<file path="config.mk">
export PLATFORM = sky130hd
export DESIGN_NAME = param_paper_processor
export DESIGN_NICKNAME = d
export VERILOG_FILES = /design/src/rtl/param_paper_processor.sv
export SDC_FILE = /design/constraint.sdc
export NUM_CORES = 1
export LEC_CHECK = 0
export BUFFER_PORTS_ARGS = -buffer_cell sky130_fd_sc_hd__buf_2
export CAP_MARGIN = 20
export CORE_MARGIN = 2
export CORE_UTILIZATION = 30
export CTS_BUF_LIST = sky130_fd_sc_hd__clkbuf_16
export DETAILED_ROUTE_END_ITERATION = 12
export PLACE_DENSITY = 0.55
export SKIP_LAST_GASP = 1
export SYNTH_ARGS = -nofsm -noshare
export SYNTH_HDL_FRONTEND = slang
export SYNTH_SLANG_ARGS = --single-unit
</file>
<file path="constraint.sdc">
create_clock -name clk -period 3.1 [get_ports clk]
set_clock_uncertainty 0.2 [all_clocks]
set_input_delay 0.155 -clock clk [delete_from_list [all_inputs] [get_ports clk]]
set_output_delay 0.155 -clock clk [all_outputs]
set_load 0.02 [all_outputs]
</file>
<file path="src/rtl/param_paper_processor.sv">
// param_paper_processor
//
// Parametrised paper-computer core. A small program store is loaded while the
// core is idle. A start pulse then runs the program from address 0 through a
// two-phase FETCH/EXEC loop until a HALT instruction returns it to IDLE.
// Each instruction word is {op[2:0], ridx[RI_W-1:0], tgt[PC_W-1:0]}, MSB first.
//
// Ports:
//   clk          rising-edge clock
//   reset        asynchronous active-high reset (program store is kept)
//   clk_en       execution enable; the state machine only advances when high
//   start        begin execution at address 0 (taken only in IDLE)
//   prog_we      program store write strobe (taken only in IDLE, ignores clk_en)
//   prog_addr    program store write address
//   prog_wdata   program store write data
//   reg_sel      debug register select
//   reg_rdata    combinational read of register reg_sel (0 if out of range)
//   programCount current program counter
//   stateCount   state: 00 IDLE, 01 FETCH, 10 EXEC
//   instruction  latched instruction register
//   running      high in FETCH and EXEC
//   halted       sticky HALT flag, cleared by start or reset
//   retired      completed-instruction count, saturating at 16'hFFFF
module param_paper_processor #(
  parameter int DATA_W   = 8,
  parameter int NUM_REGS = 4,
  parameter int PC_W     = 4,
  localparam int RI_W    = (NUM_REGS > 2) ? $clog2(NUM_REGS) : 1,
  localparam int INSTR_W = 3 + RI_W + PC_W
) (
  input  logic               clk,
  input  logic               reset,
  input  logic               clk_en,
  input  logic               start,
  input  logic               prog_we,
  input  logic [PC_W-1:0]    prog_addr,
  input  logic [INSTR_W-1:0] prog_wdata,
  input  logic [RI_W-1:0]    reg_sel,
  output logic [DATA_W-1:0]  reg_rdata,
  output logic [PC_W-1:0]    programCount,
  output logic [1:0]         stateCount,
  output logic [INSTR_W-1:0] instruction,
  output logic               running,
  output logic               halted,
  output logic [15:0]        retired
);

  typedef enum logic [1:0] {
    IDLE  = 2'b00,
    FETCH = 2'b01,
    EXEC  = 2'b10
  } state_t;

  typedef enum logic [2:0] {
    OP_NOP  = 3'b000,
    OP_INC  = 3'b001,
    OP_DEC  = 3'b010,
    OP_JZ   = 3'b011,
    OP_JMP  = 3'b100,
    OP_CLR  = 3'b101,
    OP_JNZ  = 3'b110,
    OP_HALT = 3'b111
  } opcode_t;

  state_t               state_q, state_d;
  logic [PC_W-1:0]      pc_q, pc_d;
  logic [INSTR_W-1:0]   instr_q, instr_d;
  logic [DATA_W-1:0]    regFile_q [NUM_REGS];
  logic [DATA_W-1:0]    regFile_d [NUM_REGS];
  logic [15:0]          retired_q, retired_d;
  logic                 halted_q, halted_d;
  logic [INSTR_W-1:0]   progMem_q [2**PC_W];

  opcode_t              op;
  logic [RI_W-1:0]      ridx;
  logic [PC_W-1:0]      tgt;
  logic                 ridxOk;
  logic [DATA_W-1:0]    rval;
  logic [PC_W-1:0]      pcNext;

  // Field decode of the latched instruction. Registers past NUM_REGS read as
  // zero, which is what makes JZ on them always taken and JNZ never taken.
  always_comb begin
    op     = opcode_t'(instr_q[INSTR_W-1 -: 3]);
    ridx   = instr_q[PC_W +: RI_W];
    tgt    = instr_q[PC_W-1:0];
    ridxOk = int'(ridx) < NUM_REGS;
    rval   = '0;
    if (ridxOk) rval = regFile_q[ridx];
    pcNext = pc_q + PC_W'(1);
  end

  // Program store: no reset so a loaded program survives reset pulses, and
  // writes only depend on being idle, not on clk_en.
  always_ff @(posedge clk) begin
    if (prog_we && (state_q == IDLE)) progMem_q[prog_addr] <= prog_wdata;
  end

  // Next-state and datapath update; everything holds unless clk_en is high.
  always_comb begin
    state_d   = state_q;
    pc_d      = pc_q;
    instr_d   = instr_q;
    regFile_d = regFile_q;
    retired_d = retired_q;
    halted_d  = halted_q;
    if (clk_en) begin
      case (state_q)
        IDLE: begin
          if (start) begin
            state_d  = FETCH;
            pc_d     = '0;
            halted_d = 1'b0;
          end
        end
        FETCH: begin
          instr_d = progMem_q[pc_q];
          state_d = EXEC;
        end
        EXEC: begin
          retired_d = (retired_q == 16'hFFFF) ? retired_q : retired_q + 16'd1;
          state_d   = FETCH;
          pc_d      = pcNext;
          case (op)
            OP_INC: if (ridxOk) regFile_d[ridx] = rval + DATA_W'(1);
            OP_DEC: if (ridxOk && (rval != '0)) regFile_d[ridx] = rval - DATA_W'(1);
            OP_CLR: if (ridxOk) regFile_d[ridx] = '0;
            OP_JZ:  if (rval == '0) pc_d = tgt;
            OP_JNZ: if (rval != '0) pc_d = tgt;
            OP_JMP: pc_d = tgt;
            OP_HALT: begin
              state_d  = IDLE;
              pc_d     = pc_q;
              halted_d = 1'b1;
            end
            default: ;
          endcase
        end
        default: state_d = IDLE;
      endcase
    end
  end

  // State register; reset clears everything except the program store.
  always_ff @(posedge clk or posedge reset) begin
    if (reset) begin
      state_q   <= IDLE;
      pc_q      <= '0;
      instr_q   <= '0;
      retired_q <= '0;
      halted_q  <= 1'b0;
      for (int i = 0; i < NUM_REGS; i++) regFile_q[i] <= '0;
    end else begin
      state_q   <= state_d;
      pc_q      <= pc_d;
      instr_q   <= instr_d;
      retired_q <= retired_d;
      halted_q  <= halted_d;
      regFile_q <= regFile_d;
    end
  end

  // Debug read port: out-of-range selects return zero.
  always_comb begin
    reg_rdata = '0;
    if (int'(reg_sel) < NUM_REGS) reg_rdata = regFile_q[reg_sel];
  end

  assign programCount = pc_q;
  assign stateCount   = state_q;
  assign instruction  = instr_q;
  assign running      = (state_q != IDLE);
  assign halted       = halted_q;
  assign retired      = retired_q;

endmodule

</file>
-- Yosys cells after proc, flatten, opt, wreduce, memory -nomap -nowiden
Memory sizes are Yosys's and may differ from the RTL's. A register that Yosys moved wholly into a read port is not among the register bits.
Cells that the tools add are included.
- memories: 1
- bits of input ports: 20
- register bits after elaboration: 55
- logic and storage cells: 74
- RAM bits: 144
- memory bits (read-only): 0
- output and inout bits: 41
- latch bits: 0
- bitwise gates (word level): 5
- multipliers: 0
- multiplexer cells: 25
- reductions and logical operators: 14
- div/mod/pow operators: 0
- eq/ne operators: 14
- add/sub/neg operators: 4
- magnitude comparators: 3
- shift operators: 0
- memory list (memory ; depth ; bits a word ; read ports ; clocked after Yosys merged registers in ; wr ports ; line ; text):
    progMem_q ; 16 ; 9 ; 1 ; 1 ; 1 ; 72 ; logic [INSTR_W-1:0] progMem_q [2**PC_W];
- operator list (cell ; count):
    case mux 32 bit (3 select lines) ; 1
    bitwise mux 32 bit ; 2
    2-to-1 mux 8 bit ; 5
    bitwise AND 32 bit ; 1
    binary-select mux 8 bit (select 2 bit) ; 2
    2-to-1 mux 32 bit ; 1
    inverter 32 bit ; 1
    adder 16 x 1 -> 16 bit (second input constant) ; 1
    demux 8 bit (select 2 bit) ; 1
    == test 16 bit (second input constant) ; 1
    case mux 4 bit (4 select lines) ; 1
    == test 3 bit (second input constant) ; 4
    2-to-1 mux 4 bit ; 3
    AND reduction 4 bit ; 3
    adder 8 x 1 -> 8 bit (second input constant) ; 1
    zero test 8 bit ; 1
    case mux 4 bit (2 select lines) ; 1
    nonzero test 8 bit ; 1
    subtractor 8 x 1 -> 8 bit (second input constant) ; 1
    == test 3 x 2 -> 1 bit (second input constant) ; 2
    greater-or-equal comparator 3 bit (second input constant) ; 2
    != test 2 bit (second input constant) ; 3
    inverter 2 -> 3 bit ; 2
    case mux 2 bit (3 select lines) ; 1
    other kinds (16) ; 23

-- Logic depth before layout (Yosys ltp)
Gate-level depths: netlist of the first run.
- word-level depth: 8
- mapped depth: 10
- gate-level depth less buffers: 8

-- Worst setup path before layout of the first run
No wires, ideal clock.
- path type: reg2reg
- start point: register instr_q[4], in the netlist instruction[4] (read register of progMem_q)
- end point: register (tool-made name)
- setup time: 125 ps
- cell stages (with the launch flop): 11
- required time: 2775 ps
- clock period less this slack: 2965 ps
- buffers on the path: 2
- path slack: 135 ps
- arrival: 2640 ps
- path through: dfrtp_1 -> buf_6 -> mux4_2 -> inv_1 -> ha_1 -> nor3b_2 -> nand2_4 -> nor2_8 -> or4b_4 -> buf_6 -> mux2_4
- RTL lines (item ; line ; text):
    from (decl) ; 67 ; logic [INSTR_W-1:0] instr_q, instr_d;

-- Final worst setup path of the first run
- start point: register instr_q[4], in the netlist instruction[4] (read register of progMem_q)
- end point: register regFile_q[8] in the netlist's numbering
- word-level cells in the longest chain between the ends: 8
- elaborated cells on any way between the ends: 20
- those cells by class: add/sub (2); order compare (2); eq/ne (1); mux (9); bitwise (3); reduce/logical (3)
- RTL lines (item ; line ; text):
    inverter 2 -> 3 bit (implied by the code) * ; -- ;
    binary-select mux 8 bit (select 2 bit) (tied with other cells) ; 89 ; if (ridxOk) rval = regFile_q[ridx];
    2-to-1 mux 8 bit (implied by the code) / logical AND 1 bit (equally long branches) ; -- ;
    2-to-1 mux 8 bit, on equally long branches ; -- ;
    subtractor 8 x 1 -> 8 bit / demux 8 bit (select 2 bit) (equally long branches) ; 126, 125, 127 ;
    bitwise mux 32 bit / inverter 32 bit (equally long branches) ; -- ;
    2-to-1 mux 32 bit / bitwise AND 32 bit (equally long branches) ; -- ;
    case mux 32 bit (3 select lines) ; 124 ; case (op)
    to (signal assigned) ; 159 ; regFile_q <= regFile_d;
    to (decl) ; 68 ; logic [DATA_W-1:0] regFile_q [NUM_REGS];
Mark *: on every way between the ends. The rest lies on a longest branch, timed or not. The select of a mux whose other input is x is not followed.
A chain may end at the register's enable or synchronous reset.

==> results of run 1 <==
## stage by stage
stage          setup TNS, ns  hold WS [ns]  util, %  setup slack [ns]
4_1_cts                    0       0.01849    36.69            0.1294
5_1_grt                    0       0.04180    36.69           0.02450
3_5_place_dp         -0.1356        0.1628    33.95          -0.02460
3_3_place_gp               0        0.1492    33.95          0.004980
6_report                   0       0.04612    36.69            0.1799
2_1_floorplan              0       0.05145        -            0.1349
## power by group
part / switching [mW] / leakage [nW] / internal, mW / total, mW
combinational: 1.65 / 1.63 / 1.43 / 3.08
clock: 1.06 / 0.358 / 1.46 / 2.52
sequential: 0.331 / 2.15 / 3.25 / 3.59
## layer usage
layer | wire length [um] | track usage [%] | up-vias
li1 | - | - | 2302
met1 | 9148 | 17.96 | 2717
met2 | 9494 | 21.03 | 149
met3 | 1049 | 2.003 | 30
met4 | 391 | 2.812 | 0
met5 | 0 | 0 | -
## worst max-delay path: cells and delay by family (launching register included)
| kind | cells | cell delay (ns) |
|---|---|---|
| flip-flops | 1 | 0.45 |
| AND/OR/NAND/NOR | 4 | 0.98 |
| multiplexers | 2 | 0.96 |
| buffers and inverters | 1 | 0.23 |
## cell usage in the layout, fill, tap and decap left out, types with 11 or more instances in the layout
cell	instances
clkbuf_16	22
xnor2_1	11
xor2_1	13
mux4_2	60
mux2_2	26
buf_2	60
nor2_1	32
dfrtp_1	63
nand2_1	26
inv_1	13
buf_4	34
dlygate4sd3_1	12
edfxtp_1	144
## cells by family after synthesis
kind of cell             Yosys count
adder cells (fa/ha/maj)            5
buffers and inverters             31
flip-flops                       208
AO/OA/AOI/OAI                     41
AND/OR/NAND/NOR                  112
multiplexers                     104
XOR/XNOR                          24
## synthesized netlist by cell type (all sizes together)
| master | n | share of area [%] |
|---|---|---|
| a2111oi | 1 | 0.096 |
| nor4 | 2 | 0.47 |
| a22o | 1 | 0.096 |
| nand4 | 4 | 0.27 |
| o22ai | 5 | 0.34 |
| xor2 | 13 | 1.2 |
| mux2 | 42 | 5.5 |
| xnor2 | 11 | 1.1 |
| nand4b | 2 | 0.19 |
| nand3b | 4 | 0.33 |
| a221oi | 1 | 0.096 |
| mux4 | 61 | 15 |
| clkbuf | 12 | 0.49 |
| nand2 | 27 | 1.2 |
| a31o | 1 | 0.096 |
| a211oi | 2 | 0.16 |
| and2 | 1 | 0.068 |
| o21ai | 10 | 0.55 |
| a221o | 3 | 0.33 |
| and4 | 1 | 0.096 |
| o32ai | 1 | 0.096 |
| nor4b | 1 | 0.26 |
| nand3 | 11 | 0.66 |
| or3 | 2 | 0.14 |
| nor3b | 2 | 0.22 |
| or2 | 1 | 0.068 |
| nand2b | 2 | 0.14 |
| nor2 | 33 | 1.5 |
| nor3 | 7 | 0.38 |
| o21a | 1 | 0.082 |
| o31ai | 3 | 0.25 |
| nor2b | 3 | 0.21 |
| o211ai | 2 | 0.16 |
| buf | 10 | 0.78 |
| mux2i | 1 | 0.11 |
| or3b | 1 | 0.096 |
| edfxtp | 144 | 47 |
| and3 | 7 | 0.48 |
| dfrtp | 64 | 18 |
| a21oi | 8 | 0.44 |
| or4b | 1 | 0.15 |
| o311ai | 2 | 0.19 |
| inv | 9 | 0.37 |
| ha | 5 | 0.68 |
## repair_timing
action,in CTS,in global routing
gates resized for setup,1,0
endpoints found under the setup margin,8,0
endpoints found under the hold margin,185,0
hold buffers,12,0
## worst paths after layout
kind,start,to
max,instruction[4],regFile_q[8]
min,prog_addr[3],progMem_q[1][4]
max reg2reg,instruction[4],regFile_q[8]
min reg2reg,retired[7],retired[7]
max in group asynchronous,reset,asynchronous set/reset pin
min in group asynchronous,reset,retired[9]
## layout make-up
type                            count  area, um^2
Multi-Input combinational cell    286        3075
Tap cell                          390       488.0
Clock buffer                       22       550.5
Sequential cell                   208        5927
Clock inverter                     18       142.6
Fill cell                        2786       18860
Timing Repair Buffer              108       715.7
Inverter                            9       33.78
==> out/qor.yml, run 1 <==
outcome:
  status: "finished, final reports clean"
worst_hold_path:
  min_path_type: "input pin to flop"
  whs_path_depth: 3
place:
  routabilityCongestion: 0.8332
  portBuffers: 60
  place_inst: 989
  dp_hpwl_um: 13550
  dpl_cell_area_um2: 10110
route:
  wire_per_inst_um: 19.29
  dr.pass1.iters: 4
  postRouteAntennaNets: 0
  drc: 0
  drt_iter0_drc: 376
  viasPerCell: 4.993
  wl_um: 20080
  vias: 5198
global_routing:
  grt-ovfl-total: 0
  grt_pass1_wl_um: 31440
  grt_pass1_vias: 5408
  antenna_found_initial: 0
  grt.total_usage_pct: 12.81
  grt_max_degree: 41
critical_path:
  required_ns: 3.29
  path_cells: "buf_4 -> mux4_2 -> nor4_4 -> nand2_4 -> nor2_8 -> or4b_4 -> mux2_4"
  cp_slowest_cell: "mux4_2"
  worst_r2r_path_depth: 7
  critical_path_class: "flop to flop"
  crit_arrival_ns: 3.11
  cp-end-kind: "flop"
  max_stage_delay_ns: 0.64
  r2r_slack_ns: 0.18
  crit_fanout: 8
  cp-start-kind: "flop"
synthesis:
  synth_nets: 550
  synth_top_family_by_area: "multiplexers"
  synth-compound-area-share_pct: 2.982
  syn_inst: 525
  ys_warn_count: 0
  syn_area_um2: 9146
  synth_xor_area_share_pct: 2.298
  ys_seq_area_share_pct: 64.79
  ys_types: 53
  synthAdderAreaFrac_pct: 0.6840
  synth-simple-area-share_pct: 6.936
  ys_seq_elements: 208
  avgSynthCellArea_um2: 17.42
  synth_mux_area_share_pct: 20.67
cells_and_area:
  syn_to_final_growth_pct: 19.54
  layout.nets: 660
  diodes: 0
  finalNonFillerCells: 1041
  drive_gt1_share_pct: 35.48
  fin_area_um2: 10930
cts:
  path_clk_slew_ns: 0.06
  post_cts.repair.setup_buffers: 0
  cts.path.max_buffers: 3
  htree_num_levels: 1
  numCtsBuffers: 22
  cts_tree: "yes"
  cts.sinks: 208
  worstSkewPairLatency_ns: 0.51
  root_buffer: "clkbuf_16"
die:
  io_pins: 61
  dieArea_um2: 31900
  fp-row-count: 63
  die-width_um: 178.6
  start_util_pct: 30.70
  coreArea_um2: 29800
  chipHeight_um: 178.6
job:
  maxCapViolCount: 0
sta:
  finalSetupViolCount: 0
  slew_violations: 0
  fmax_mhz: 342.5
  min_period_ns: 2.920
  worst_pin_slew_ns: 0.8299
  grt_setup_unrepaired: "false"
  max_slew_margin_pct: 44.09
  finalCritPeriodShare_pct: 94.20
  hold_viol: 0
pwr:
  irDropWorstVdd_mv: 0.4328
  p_leak_nw: 4.136
  cellPowerDensity_nw_per_um2: 840.1
  total_power_mw: 9.185
No activity file was read; power rests on OpenSTA's default activity.
==> run 2: changes to the inputs <==
- PLACE_DENSITY: 0.55 -> 0.57
- SETUP_SLACK_MARGIN: not set -> 0.4
- clock period: 3.1 -> 2.6 ns (I/O delays scaled with it)
==> out/qor.yml, run 2 (synthesized netlist as in run 1, its figures left out) <==
cts:
  htree_num_levels: 1  # unchanged
  root_buffer: "clkbuf_16"  # unchanged
  worstSkewPairLatency_ns: 0.51  # about the same
  path_clk_slew_ns: 0.06  # about the same
  cts.path.max_buffers: 3  # unchanged
  cts_tree: "yes"  # unchanged
  numCtsBuffers: 22  # unchanged
  cts.sinks: 208  # unchanged
sta:
  grt_setup_unrepaired: "true"  # was false
  hold_viol: 0  # unchanged
  slew_violations: 0  # unchanged
  max_slew_margin_pct: 48.96  # was 44.09%
  layout_setup_ws_ns: -0.07074  # was 0.1799 ns
  finalSetupViolCount: 34  # was 0
  fmax_mhz: 374.4  # was 342.5 MHz
  worst_pin_slew_ns: 0.7656  # was 0.8299 ns
  tns_ns: -1.578  # was 0 ns
  finalCritPeriodShare_pct: 102.7  # was 94.20%
  min_period_ns: 2.671  # was 2.920 ns
place:
  dp_hpwl_um: 13940  # was 13,550 um
  routabilityCongestion: 0.7797  # was 0.8332
  place_inst: 1016  # was 989
  dpl_cell_area_um2: 10490  # was 10,110 um^2
  portBuffers: 60  # unchanged
global_routing:
  grt_pass1_wl_um: 32110  # was 31,440 um
  grt_max_degree: 40  # was 41
  grt_pass1_vias: 5517  # was 5,408
  grt-ovfl-total: 0  # unchanged
  antenna_found_initial: 0  # unchanged
  grt.total_usage_pct: 13.08  # was 12.81%
critical_path:
  cp_slowest_cell: "or4b_4"  # was mux4_2
  worst_r2r_path_depth: 8  # was 7
  cp-start-kind: "flop"  # unchanged
  r2r_end: "regFile_q[8]"  # unchanged
  required_ns: 2.79  # was 3.29 ns
  crit_arrival_ns: 2.86  # was 3.11 ns
  crit_fanout: 8  # unchanged
  r2r_start: "instruction[4]"  # unchanged
  max_stage_delay_ns: 0.66  # was 0.64 ns
  critical_path_class: "flop to flop"  # unchanged
  cp-end-kind: "flop"  # unchanged
  r2r_slack_ns: -0.07  # was 0.18 ns
  path_cells: "mux4_2 -> inv_2 -> ha_4 -> nor3b_4 -> nand2_4 -> nor2_8 -> or4b_4 -> mux2_4"  # was buf_4 -> mux4_2 -> nor4_4 -> nand2_4 -> nor2_8 -> or4b_4 -> mux2_4
cells_and_area:
  diodes: 0  # unchanged
  fin_area_um2: 11580  # was 10,930 um^2
  fill_cells: 2707  # was 2,786
  syn_to_final_growth_pct: 26.62  # was 19.54%
  final_common_cell: "edfxtp_1"  # unchanged
  finalNonFillerCells: 1079  # was 1,041
  drive_gt1_share_pct: 42.67  # was 35.48%
  seq_area_um2: 5931  # was 5927 um^2
  layout.nets: 699  # was 660
  most-common-layout-cells: "edfxtp_1, mux4_2, dfrtp_1, buf_2, buf_4"  # was edfxtp_1, dfrtp_1, mux4_2, buf_2, buf_4
  multi_input_area_um2: 3264  # was 3075 um^2
route:
  dr.pass1.iters: 6  # was 4
  viasPerCell: 4.926  # was 4.993
  drc: 0  # unchanged
  wl_um: 20590  # was 20,080 um
  drt_iter0_drc: 274  # was 376
  wire_per_inst_um: 19.08  # was 19.29 um
  postRouteAntennaNets: 0  # unchanged
  vias: 5315  # was 5,198
die:
  coreArea_um2: 29800  # unchanged
  io_pins: 61  # unchanged
  fp-row-count: 63  # unchanged
  dieArea_um2: 31900  # unchanged
  die-width_um: 178.6  # unchanged
  chipHeight_um: 178.6  # unchanged
  start_util_pct: 30.70  # unchanged
worst_hold_path:
  whs_path_depth: 4  # was 3
  min_path_type: "input pin to flop"  # unchanged
  hold_end: "progMem_q[0][8]"  # was progMem_q[1][4]
  hold_path.startpoint: "prog_addr[0]"  # was prog_addr[3]
outcome:
  violations: "setup timing"
  status: "finished, violations left"  # was finished, final reports clean
pwr:
  cellPowerDensity_nw_per_um2: 1037  # was 840.1 nW/um^2
  p_leak_nw: 4.454  # was 4.136 nW
  irDropWorstVdd_mv: 0.5204  # was 0.4328 mV
job:
  maxCapViolCount: 0  # unchanged
run 2: power breakdown:
| part | switching (mW) | total [mW] | internal (mW) | leakage [nW] |
|---|---|---|---|---|
| combinational | 2.28 | 4.66 | 2.38 | 1.94 |
| clock | 1.25 | 3.04 | 1.79 | 0.374 |
| sequential | 0.426 | 4.31 | 3.89 | 2.14 |
| total | 3.95 | 12.0 | 8.06 | 4.45 |
run 2: final cells by class:
cell class	instances	share of cell area (%)
flip-flops and latches	208	51.21
multi-input cells	286	28.19
repair buffers	147	10.03
clock buffers	23	4.970
well taps	390	4.213
clock inverters	16	1.102
inverters	9	0.2917
run 2: what timing repair did:
item / 4_1_cts / 5_1_grt
endpoints found under the hold margin: 188 / 0
pin swaps: 5 / 7
endpoints found under the setup margin: 45 / 75
resized for setup: 13 / 18
hold buffers: 14 / 0
cloned: 1 / 1
setup buffers: 5 / 3
run 2: per-layer routing:
layer  vias to the layer above  GRT usage, %  part of all wire (%)
li1                       2380             -                     -
met1                      2773         18.17                    46
met4                         0         2.608                   2.0
met5                         -             0                     0
met3                        33         1.939                   4.4
met2                       129         21.90                    48
run 2: critical path, delay by kind of cell, from the launching register on:
| family | cells | cell delay (ns) |
|---|---|---|
| buffers and inverters | 1 | 0.05 |
| adder cells (fa/ha/maj) | 1 | 0.14 |
| multiplexers | 2 | 0.72 |
| flip-flops | 1 | 0.49 |
| AND/OR/NAND/NOR | 4 | 0.95 |
run 2: how the worst max path moves through the flow:
stage	startpoint	to	slack, ns	depth (start not counted)
floorplan	instruction[4]	flop	-0.22	10
global placement	instruction[4]	flop	-0.04	8
detailed placement	instruction[4]	regFile_q[0]	-0.09	8
CTS	instruction[4]	flop	-0.09	9
global route	instruction[4]	flop	-0.18	8
finish	instruction[4]	regFile_q[8]	-0.07	8
run 2: stage by stage:
step / power [mW] / util, % / hold slack [ns] / setup WS (ns)
final: 12.01 / 38.87 / 0.04229 / -0.07074
after global routing: 12.63 / 38.87 / 0.04982 / -0.1812
after CTS: 11.98 / 38.46 / 0.09039 / -0.08624
after detailed placement: 8.598 / 35.19 / 0.07978 / -0.09342
after global placement: 8.481 / 35.19 / 0.06207 / -0.03670
after floorplan: 7.057 / - / 0.02645 / -0.2175
